### src/rtl/tt_um_serial_add_ctrl_pkg.sv
// Shared constants and types for the bit-serial adder tile: data width,
// controller states and the bidirectional-pin bit map.
package tt_um_serial_add_ctrl_pkg;

  localparam int unsigned DATA_WIDTH = 8;

  typedef enum logic [1:0] {
    IDLE = 2'd0,
    RUN  = 2'd1,
    DONE = 2'd2
  } state_e;

  // uio_in control bits
  localparam int UIO_LOAD_A = 0;
  localparam int UIO_LOAD_B = 1;
  localparam int UIO_START  = 2;

  // uio_out status bits
  localparam int UIO_BUSY     = 3;
  localparam int UIO_DONE     = 4;
  localparam int UIO_CARRY    = 5;
  localparam int UIO_OVERFLOW = 6;

  localparam logic [7:0] UIO_OE_VAL = 8'b0111_1000;

endpackage

### src/rtl/tt_um_serial_add_ctrl_fa_cell.sv
// One-bit full adder assembled from two half adders and an OR on the carries.
module fa_cell (
  input  logic a,
  input  logic b,
  input  logic cin,
  output logic sum,
  output logic cout
);

  logic ha0_sum_s;
  logic ha0_carry_s;
  logic ha1_carry_s;

  assign ha0_sum_s   = a ^ b;
  assign ha0_carry_s = a & b;
  assign sum         = ha0_sum_s ^ cin;
  assign ha1_carry_s = ha0_sum_s & cin;
  assign cout        = ha0_carry_s | ha1_carry_s;

endmodule

### src/rtl/tt_um_serial_add_ctrl.sv
// Bit-serial A+B controller: operands are loaded in IDLE, a start edge runs
// WIDTH cycles through a single full-adder cell, and DONE latches the result.
module tt_um_serial_add_ctrl
  import tt_um_serial_add_ctrl_pkg::*;
#(
  parameter int unsigned WIDTH = DATA_WIDTH
) (
  input  logic       clk,
  input  logic       rst_n,
  input  logic       ena,
  input  logic [7:0] ui_in,
  input  logic [7:0] uio_in,
  output logic [7:0] uo_out,
  output logic [7:0] uio_out,
  output logic [7:0] uio_oe
);

  localparam int unsigned CNT_W = $clog2(WIDTH);
  localparam logic [CNT_W-1:0] LAST_CNT = CNT_W'(WIDTH - 1);

  state_e             state_r;
  state_e             state_nxt_s;
  logic [WIDTH-1:0]   a_r;
  logic [WIDTH-1:0]   b_r;
  logic [WIDTH-1:0]   res_r;
  logic [WIDTH-1:0]   uo_out_r;
  logic [CNT_W-1:0]   cnt_r;
  logic               c_r;
  logic               carry_r;
  logic               ovf_r;
  logic               busy_r;
  logic               done_r;
  logic               start_prev_r;
  logic               load_a_s;
  logic               load_b_s;
  logic               start_s;
  logic               start_edge_s;
  logic               last_bit_s;
  logic               sum_s;
  logic               cout_s;
  logic [7:0]         uio_out_s;
  logic               unused_s;

  assign load_a_s     = uio_in[UIO_LOAD_A];
  assign load_b_s     = uio_in[UIO_LOAD_B];
  assign start_s      = uio_in[UIO_START];
  assign start_edge_s = start_s & ~start_prev_r;
  assign last_bit_s   = (cnt_r == LAST_CNT);
  assign unused_s     = ^uio_in[7:3];

  fa_cell u_fa (
    .a    (a_r[0]),
    .b    (b_r[0]),
    .cin  (c_r),
    .sum  (sum_s),
    .cout (cout_s)
  );

  // Next-state decode for the IDLE/RUN/DONE sequencer.
  always_comb begin
    state_nxt_s = state_r;
    case (state_r)
      IDLE: begin
        if (start_edge_s) state_nxt_s = RUN;
        else              state_nxt_s = IDLE;
      end
      RUN: begin
        if (last_bit_s) state_nxt_s = DONE;
        else            state_nxt_s = RUN;
      end
      DONE:    state_nxt_s = IDLE;
      default: state_nxt_s = IDLE;
    endcase
  end

  // State register and registered busy/done flags.
  always_ff @(posedge clk) begin
    if (!rst_n) begin
      state_r <= IDLE;
      busy_r  <= 1'b0;
      done_r  <= 1'b0;
    end else if (ena) begin
      state_r <= state_nxt_s;
      busy_r  <= (state_nxt_s == RUN);
      done_r  <= (state_nxt_s == DONE);
    end else begin
      state_r <= state_r;
    end
  end

  // Operand, serial datapath and result registers.
  // Operands rotate rather than shift so they are intact after WIDTH steps
  // and a later start without reloading recomputes the same sum.
  always_ff @(posedge clk) begin
    if (!rst_n) begin
      a_r          <= '0;
      b_r          <= '0;
      res_r        <= '0;
      uo_out_r     <= '0;
      cnt_r        <= '0;
      c_r          <= 1'b0;
      carry_r      <= 1'b0;
      ovf_r        <= 1'b0;
      start_prev_r <= 1'b0;
    end else if (ena) begin
      start_prev_r <= start_s;
      case (state_r)
        IDLE: begin
          if (start_edge_s) begin
            c_r   <= 1'b0;
            cnt_r <= '0;
            res_r <= '0;
          end else begin
            if (load_a_s) a_r <= ui_in[WIDTH-1:0];
            if (load_b_s) b_r <= ui_in[WIDTH-1:0];
          end
        end
        RUN: begin
          a_r   <= {a_r[0], a_r[WIDTH-1:1]};
          b_r   <= {b_r[0], b_r[WIDTH-1:1]};
          c_r   <= cout_s;
          res_r <= {sum_s, res_r[WIDTH-1:1]};
          cnt_r <= cnt_r + CNT_W'(1);
          if (last_bit_s) begin
            uo_out_r <= {sum_s, res_r[WIDTH-1:1]};
            carry_r  <= cout_s;
            ovf_r    <= c_r ^ cout_s;
          end
        end
        DONE: begin
          cnt_r <= cnt_r;
        end
        default: begin
          cnt_r <= '0;
        end
      endcase
    end
  end

  // Pack status flags onto the bidirectional pins.
  always_comb begin
    uio_out_s               = 8'h00;
    uio_out_s[UIO_BUSY]     = busy_r;
    uio_out_s[UIO_DONE]     = done_r;
    uio_out_s[UIO_CARRY]    = carry_r;
    uio_out_s[UIO_OVERFLOW] = ovf_r;
  end

  assign uo_out  = uo_out_r;
  assign uio_out = uio_out_s;
  assign uio_oe  = UIO_OE_VAL;

endmodule
### config.mk
export PLATFORM = sky130hd
export DESIGN_NAME = tt_um_serial_add_ctrl
export DESIGN_NICKNAME = d
export VERILOG_FILES = /design/src/rtl/tt_um_serial_add_ctrl_pkg.sv /design/src/rtl/tt_um_serial_add_ctrl_fa_cell.sv /design/src/rtl/tt_um_serial_add_ctrl.sv
export SDC_FILE = /design/constraint.sdc
export NUM_CORES = 1
export LEC_CHECK = 0
export CAP_MARGIN = 20
export CORE_ASPECT_RATIO = 0.6
export CORE_MARGIN = 2
export CORE_UTILIZATION = 41
export DETAILED_ROUTE_END_ITERATION = 12
export GPL_ROUTABILITY_DRIVEN = 0
export PLACE_DENSITY = 0.67
export SLEW_MARGIN = 20
export SYNTH_ARGS = -nofsm -noshare
export SYNTH_HDL_FRONTEND = slang
export SYNTH_SLANG_ARGS = --single-unit
### constraint.sdc
create_clock -name clk -period 1.87 [get_ports clk]
set_input_delay 0.2805 -clock clk [delete_from_list [all_inputs] [get_ports clk]]
set_output_delay 0.2805 -clock clk [all_outputs]
set_load 0.01 [all_outputs]
**After elaboration in Yosys (flattened, before gate mapping)**

Cells that the tools add are included.
W data, S select, Z words.

- Register bits: 43
- Input bits: 19
- Logic and storage cells: 53

- $add $sub $neg: 1
- Equality and inequality tests: 9
- Muxes and demuxes: 15
- Bitwise operators: 9
- Reduce and logical (&&, ||, !) cells: 7

Operators by type and width:

| kind | number |
|---|---|
| $pmux W8 S2 | 3 |
| $mux W8 | 5 |
| $pmux W3 S3 | 1 |
| $reduce_and A3 Y1 | 3 |
| $ne A2 B2 Y1 const B | 4 |
| $reduce_and A4 Y1 | 2 |
| $eq A2 B1 Y1 const B | 2 |
| $eq A2 B2 Y1 const B | 2 |
| $pmux W2 S2 | 1 |
| $add A3 B1 Y3 const B | 1 |
| $and A1 B1 Y1 | 3 |
| $eq A3 B3 Y1 const B | 1 |
| $mux W3 | 1 |
| $xor A1 B1 Y1 | 3 |
| $logic_not A2 Y1 | 1 |
| $mux W1 | 2 |
| $mux W2 | 1 |
| $not A1 Y1 | 2 |
| $pmux W1 S2 | 1 |
| $reduce_bool A2 Y1 | 1 |
| $or A1 B1 Y1 | 1 |

**Depth between registers and ports, before layout**

Gate-level depths: netlist of the first run.

- Depth in word-level cells: 5
- Gate-level depth with buffers: 6

**By module**

A second synthesis of the first run with hierarchy kept.

- Cells, all modules: 222
- Area total of the unflattened synthesis: 1978.1 sq um

Modules (own cells, without submodules):

| module | instances | cells an instance | area an instance (sq um) |
|---|---|---|---|
| tt_um_serial_add_ctrl | 1 | 221 | 1958.1 |
| fa_cell | 1 | 1 | 20.0 |

**Worst setup path after synthesis of the first run**

OpenSTA, ideal clock, no wires.

- Path kind: register -> register
- Start point: register cnt_r[0]
- End point: register carry_r
- Setup time: 116 ps
- Arrival: 1196 ps
- Path slack: 557 ps
- Stages on the path, launching flop included: 6
- Buffers on the path: 1
- Cell sequence: dfxtp_1 > ha_1 > ha_1 > and2_1 > buf_2 > o211a_1

- Cells in the longest elaborated chain, start to end: 2

RTL lines:

| element | RTL line | RTL |
|---|---|---|
| start: declaration | tt_um_serial_add_ctrl.sv:27 | `logic [CNT_W-1:0] cnt_r;` |
| start signal: assignment | tt_um_serial_add_ctrl.sv:123 | `cnt_r <= cnt_r + CNT_W'(1);` |
| start signal: assignment | tt_um_serial_add_ctrl.sv:131 | `cnt_r <= cnt_r;` |
| $eq A3 B3 Y1 | tt_um_serial_add_ctrl.sv:48 | `assign last_bit_s = (cnt_r == LAST_CNT);` |
| $reduce_and A3 Y1 (no line) | n/a |  |
| end signal: assignment | tt_um_serial_add_ctrl.sv:126 | `carry_r <= cout_s;` |
| end: declaration | tt_um_serial_add_ctrl.sv:29 | `logic carry_r;` |

Every way passes these cells.
A chain may end at the register's enable or synchronous reset.

**Worst setup path in the final report of the first run**

- Start point: input port ena
- End point: register carry_r

- Cells in the longest elaborated chain, start to end: 1

RTL lines:

| element | RTL line | RTL |
|---|---|---|
| start: declaration | tt_um_serial_add_ctrl.sv:10 | `input logic ena,` |
| $reduce_and A3 Y1 (no line) | n/a |  |

Every way passes these cells.

==> reports/qor.txt, run 1 <==
ANT nets after route - 0
WL per Instance - 12.3 um
Syn avg cell area - 9.10 um^2
Number of synthesized register bits - 42
N_diodes - 0
Critical path class - in2reg
Final setup viols - 0
Grt ovf - 0
Distinct cell type count after synthesis - 33
Largest net degree at the start of global routing - 45
Maximum vdd ir drop - 0.433 mV
Nets@finish - 261
GRT Util Overall - 0.148
Clock Latency Late Sink - 0.29 ns
Crit path max-delay family - buffers and inverters
Fillers - 438
WP data arrival - 1.71 ns
Port bufs - 25
Clock H-tree levels - 2
DR iter-0 viols - 90
Leakage dissipation - 1.06 nW
Critical Path End Type - flip-flop
# rows - 19
Pins Over Slew Limit - 0
CTS root buffer - clkbuf_8
Fin. Hold Viols - 0
Req. time, crit path - 2.05 ns
Number of max-cap violations - 0
Seq. cell area - 841 um^2
Synth Instances - 218
HPWL after DPL - 2540 um
Global-route wire length before repair - 6300 um
TNS Setup - 0 ns
CORE AREA - 4610 um^2
Worst path slowest cell - clkdlybuf4s50_1
DRC - 0
Final min period - 1.53 ns
RSZ-0062 raised after global routing - no
Area of the multi-input gates - 957 um^2
Netlist Area Pre-Place - 1980 um^2
Initial DRT Pass Iterations - 4
Initial antenna violation count - 0
Power Density - 793 nW/um^2
Crit path cell chain - clkdlybuf4s50_1 -> and3b_1 -> and2_1 -> buf_12 -> nand2_1 -> o211a_1
I/O pin count - 43
# resized after CTS - 0
TritonCTS Buffers - 5
Vias in the first global route - 1318
CTS tree - yes
Outcome - complete, no violations
Critical Path Start Type - primary input
Via density - 4.76
Fmax - 0.654 GHz
Clock buffer depth - 2
Worst Path Max Fanout - 12
Cell area after layout - 2380 um^2
Die ar. - 5430 um^2
Synthesis-to-layout area growth - 20.3%
Final wirelength - 3730 um
Most frequent cells in the layout - 45 x nand2_1, 42 x dfxtp_1, 25 x clkdlybuf4s50_1, 18 x nand3_1, 18 x o211a_1
Critical path's largest stage delay - 0.65 ns
Register area share after synthesis - 0.424
Clock sink total - 42
Yosys warning total - 0
R2r setup slk - 0.39 ns
Area after DPL - 2270 um^2
Die Ht - 57.9 um
Initial Utilization - 0.430
Final Cycle Share - 0.817
Die Wd - 93.8 um
Share of cells above drive strength 1 - 0.100
CTS Hold Bufs - 0
WP buf/inv - 2
Setup Skew - 0.00768 ns
Routed vias - 1437
Clk slew on worst S/H paths - 0.08 ns
Commonest non-fill, non-tap cell in the layout - nand2_1
Worst hold-check path type - reg2reg
Post-CTS Repair Setup Buffers - 0
## cell type report
class,count,area share
flip-flops and latches,42,0.353
well taps,63,0.0331
repair buffers,34,0.159
clock buffers,6,0.0346
clock inverters,1,0.0126
multi-input cells,152,0.401
inverters,4,0.00630
## layer usage
| layer | global-route usage | up-vias | wire [um] |
|---|---|---|---|
| li1 | - | 753 | - |
| met1 | 0.231 | 644 | 2130 |
| met2 | 0.191 | 36 | 1350 |
| met3 | 0.0468 | 4 | 210 |
| met4 | 0.0455 | 0 | 29 |
| met5 | 0 | - | 0 |
## tightest hold or removal path: stages (launching register included)
cell and delay, ns:
dfxtp_1 0.31, nand2_1 0.05, a21boi_1 0.05
## sequential cells by signal, summed over array words and instances, names as in the netlist
register / cells
a_r: 8
b_r: 8
busy_r: 1
c_r: 1
carry_r: 1
cnt_r: 3
done_r: 1
ovf_r: 1
res_r: 7
start_prev_r: 1
state_r: 2
uo_out: 8
## final timing paths
check | from | end | depth (start not counted)
worst max register to register | c_r | ovf_r | 5
worst min register to register | uo_out[2] | uo_out[2] | 2
worst max-delay path | ena | carry_r | 6
worst min-delay path | uo_out[2] | uo_out[2] | 2
## cell usage after synthesis (all sizes together)
cell,n,share of area
ha,2,0.013
nand2b,6,0.023
fa,1,0.010
buf,24,0.093
a21boi,12,0.045
xnor2,1,0.0044
clkbuf,6,0.011
conb,2,0.0038
nor2b,11,0.035
nand3,20,0.056
a21oi,1,0.0025
nor3,2,0.016
nor2,2,0.0038
o2bb2ai,1,0.0044
and2,2,0.0063
o21ai,4,0.012
o211a,18,0.091
a2bb2oi,1,0.0044
and3b,1,0.0044
nor3b,2,0.013
a22oi,6,0.023
inv,4,0.0076
dfxtp,42,0.42
nand2,46,0.088
mux2i,1,0.0050
## logic make-up (layout without fill, tap and decap cells)
family,Yosys count,after routing,synth area share
and+or+nand+nor,92,92,0.245
buffers and inverters,34,45,0.112
muxes,1,1,0.00505
DFF,42,42,0.424
adders and majority gates,3,3,0.0227
AOI/OAI and AO/OA,43,43,0.182
xor gates and xnor gates,1,1,0.00442
other,2,12,0.00379
## through the flow
stage | util | worst slack (ns) | hold WS, ns | instances | power (mW)
after floorplan | - | 0.557 | 0.429 | 228 | 1.13
after global placement | 0.493 | 0.0688 | 0.441 | 295 | 1.19
after detailed placement | 0.493 | 0.0523 | 0.448 | 295 | 1.19
after CTS | 0.517 | 0.352 | 0.459 | 302 | 1.92
after global routing | 0.517 | 0.224 | 0.480 | 302 | 1.98
final | 0.517 | 0.342 | 0.456 | 302 | 1.89
## power breakdown
group	switching (mW)	leakage [nW]	internal, mW
Combinational	0.112	0.661	0.108
Clock	0.295	0.0573	0.427
Sequential	0.0219	0.341	0.927
Note: power is estimated with default switching activity, not from simulation.
==> run 2, diff against run 1 <==
PLACE_DENSITY = 0.69   (was 0.67)
clock period = 1.4 ns   (was 1.87 ns; I/O delays follow)
==> run 2 against run 1 <==
Critical path depth is 1 lower. Utilization is 2.3 points higher. Via count grew 5.6%. Clock skew is 0.0019 ns higher. Non-clock buffer count is 10 higher. Global-route usage grew 0.62 points. Sequential share of layout area shrank 1.3 points. Power is 34% higher. Sequential power rose by 34%. Largest power group unchanged.
==> reports/qor.txt, run 2 (synthesis gave the netlist of run 1 again) <==
CTS root buffer - clkbuf_8
Final wirelength - 3870 um (+3.8%)
Initial Utilization - 0.430 (unchanged)
Worst hold-check path type - in2reg
Die Ht - 57.9 um (unchanged)
Clock sink total - 42 (unchanged)
Cell Count, Final, Fillers Out - 313 (+3.6%)
CORE AREA - 4610 um^2 (unchanged)
Maximum vdd ir drop - 0.417 mV (-3.7%)
HPWL after DPL - 2660 um (+4.9%)
Port bufs - 25 (unchanged)
Synthesis-to-layout area growth - 25.6%
Routed vias - 1517 (+5.6%)
Share of cells above drive strength 1 - 0.156 (+0.0556)
Inst Count DP - 304 (+3.1%)
Leakage dissipation - 1.32 nW (+24%)
Critical Path End Type - flip-flop
I/O pin count - 43 (unchanged)
Critical path class - reg2reg
Nets@finish - 271 (+3.8%)
CTS Hold Bufs - 0 (unchanged)
Power Density - 1010 nW/um^2 (+28%)
Global-route wire length before repair - 6510 um (+3.4%)
Initial DRT Pass Iterations - 5 (+1)
TNS Setup - 0 ns (unchanged)
Final setup viols - 0 (unchanged)
Number of max-cap violations - 0 (unchanged)
Via density - 4.85 (+1.9%)
Clk slew on worst S/H paths - 0.08 ns (about the same)
Critical Path Start Type - flip-flop
Clock buffer depth - 2 (unchanged)
DR iter-0 viols - 110 (+22%)
Fin. Hold Viols - 0 (unchanged)
Initial antenna violation count - 0 (unchanged)
Die ar. - 5430 um^2 (unchanged)
Largest net degree at the start of global routing - 45 (unchanged)
Most frequent cells in the layout - 45 x nand2_1, 39 x dfxtp_1, 18 x nand3_1, 18 x o211a_1, 15 x buf_4
Die Wd - 93.8 um (unchanged)
N_diodes - 0 (unchanged)
Worst Path Max Fanout - 16 (+4)
ANT nets after route - 0 (unchanged)
Vias in the first global route - 1389 (+5.4%)
Fmax - 0.758 GHz
Req. time, crit path - 1.58 ns (-0.47 ns)
Pins Over Slew Limit - 0 (unchanged)
CTS tree - yes
# rows - 19 (unchanged)
Setup Skew - 0.00958 ns (+0.00190 ns)
RSZ-0062 raised after global routing - no
DRC - 0 (unchanged)
Outcome - complete, no violations
WL per Instance - 12.4 um (+0.11%)
Grt ovf - 0 (unchanged)
GRT Util Overall - 0.154 (+0.00621)
Clock H-tree levels - 2 (unchanged)
Commonest non-fill, non-tap cell in the layout - nand2_1
Clock Latency Late Sink - 0.29 ns (about the same)
TritonCTS Buffers - 5 (unchanged)
Total Power - 2.53 mW (+34%)
Final min period - 1.32 ns
Final Cycle Share - 0.943
Fillers - 434 (-0.91%)
WP data arrival - 1.50 ns (-0.21 ns)
==> run 2: cell types whose count changed in the layout (fill, tap and decap cells not counted), moves of 3 or more <==
cell and change:
clkdlybuf4s50_1 -14, dlymetal6s2s_1 +11, dlygate4sd2_1 +3, dfxtp_2 +3, buf_4 +11, dfxtp_1 -3
==> run 2: per-stage QoR <==
step / hold WS (ns) / cell area [um^2] / util / setup slack (ns)
floorplan: 0.379 / 2020 / - / 0.0874
global route: 0.394 / 2490 / 0.540 / 0.00829
global placement: 0.443 / 2330 / 0.505 / -0.261
CTS: 0.457 / 2430 / 0.528 / 0.00760
detailed placement: 0.445 / 2330 / 0.505 / -0.285
finish: 0.361 / 2490 / 0.540 / 0.0799
==> run 2: layout make-up <==
type,count,area (um^2),area share
flip-flops and latches,42,845,0.339
clock inverters,2,37.5,0.0151
repair buffers,44,467,0.187
inverters,4,15.0,0.00603
multi-input cells,152,975,0.391
clock buffers,6,72.6,0.0291
well taps,63,78.8,0.0317
==> run 2: critical path: stages, from the launching register on <==
cell and delay (ns):
dfxtp_2 0.37, nor3b_4 0.27, buf_4 0.17, nor3_4 0.04, buf_12 0.15, o211a_1 0.21
==> run 2: routing by layer <==
layer,vias up,GRT usage,share of wire,wire [um]
met5,-,0,0,0
met1,703,0.233,0.52,2030
li1,771,-,-,-
met3,5,0.0455,0.065,251
met2,38,0.206,0.40,1550
met4,0,0.0559,0.0088,34
==> run 2: path summary, 6_finish.rpt <==
kind	from	endpoint	slack, ns	cells after the start
worst min register to register	uo_out[0]	uo_out[0]	0.45	2
worst min-delay path	uio_in[2]	start_prev_r	0.36	4
worst max-delay path	state_r[0]	a_r[4]	0.08	5
worst max register to register	state_r[0]	a_r[4]	0.08	5
==> run 2: what timing repair did <==
item	4_1_cts	5_1_grt
resized for setup	3	20
pin swaps	0	0
hold endpoints to repair	0	0
endpoints found under the setup margin	3	35
setup buffers	0	1
==> run 2: report_power, final <==
| group | internal (mW) | leakage [nW] | switching [mW] | total [mW] |
|---|---|---|---|---|
| clock | 0.532 | 0.0514 | 0.413 | 0.945 |
| combinational | 0.158 | 0.922 | 0.153 | 0.311 |
| sequential | 1.24 | 0.343 | 0.0304 | 1.27 |
| total | 1.93 | 1.32 | 0.596 | 2.53 |
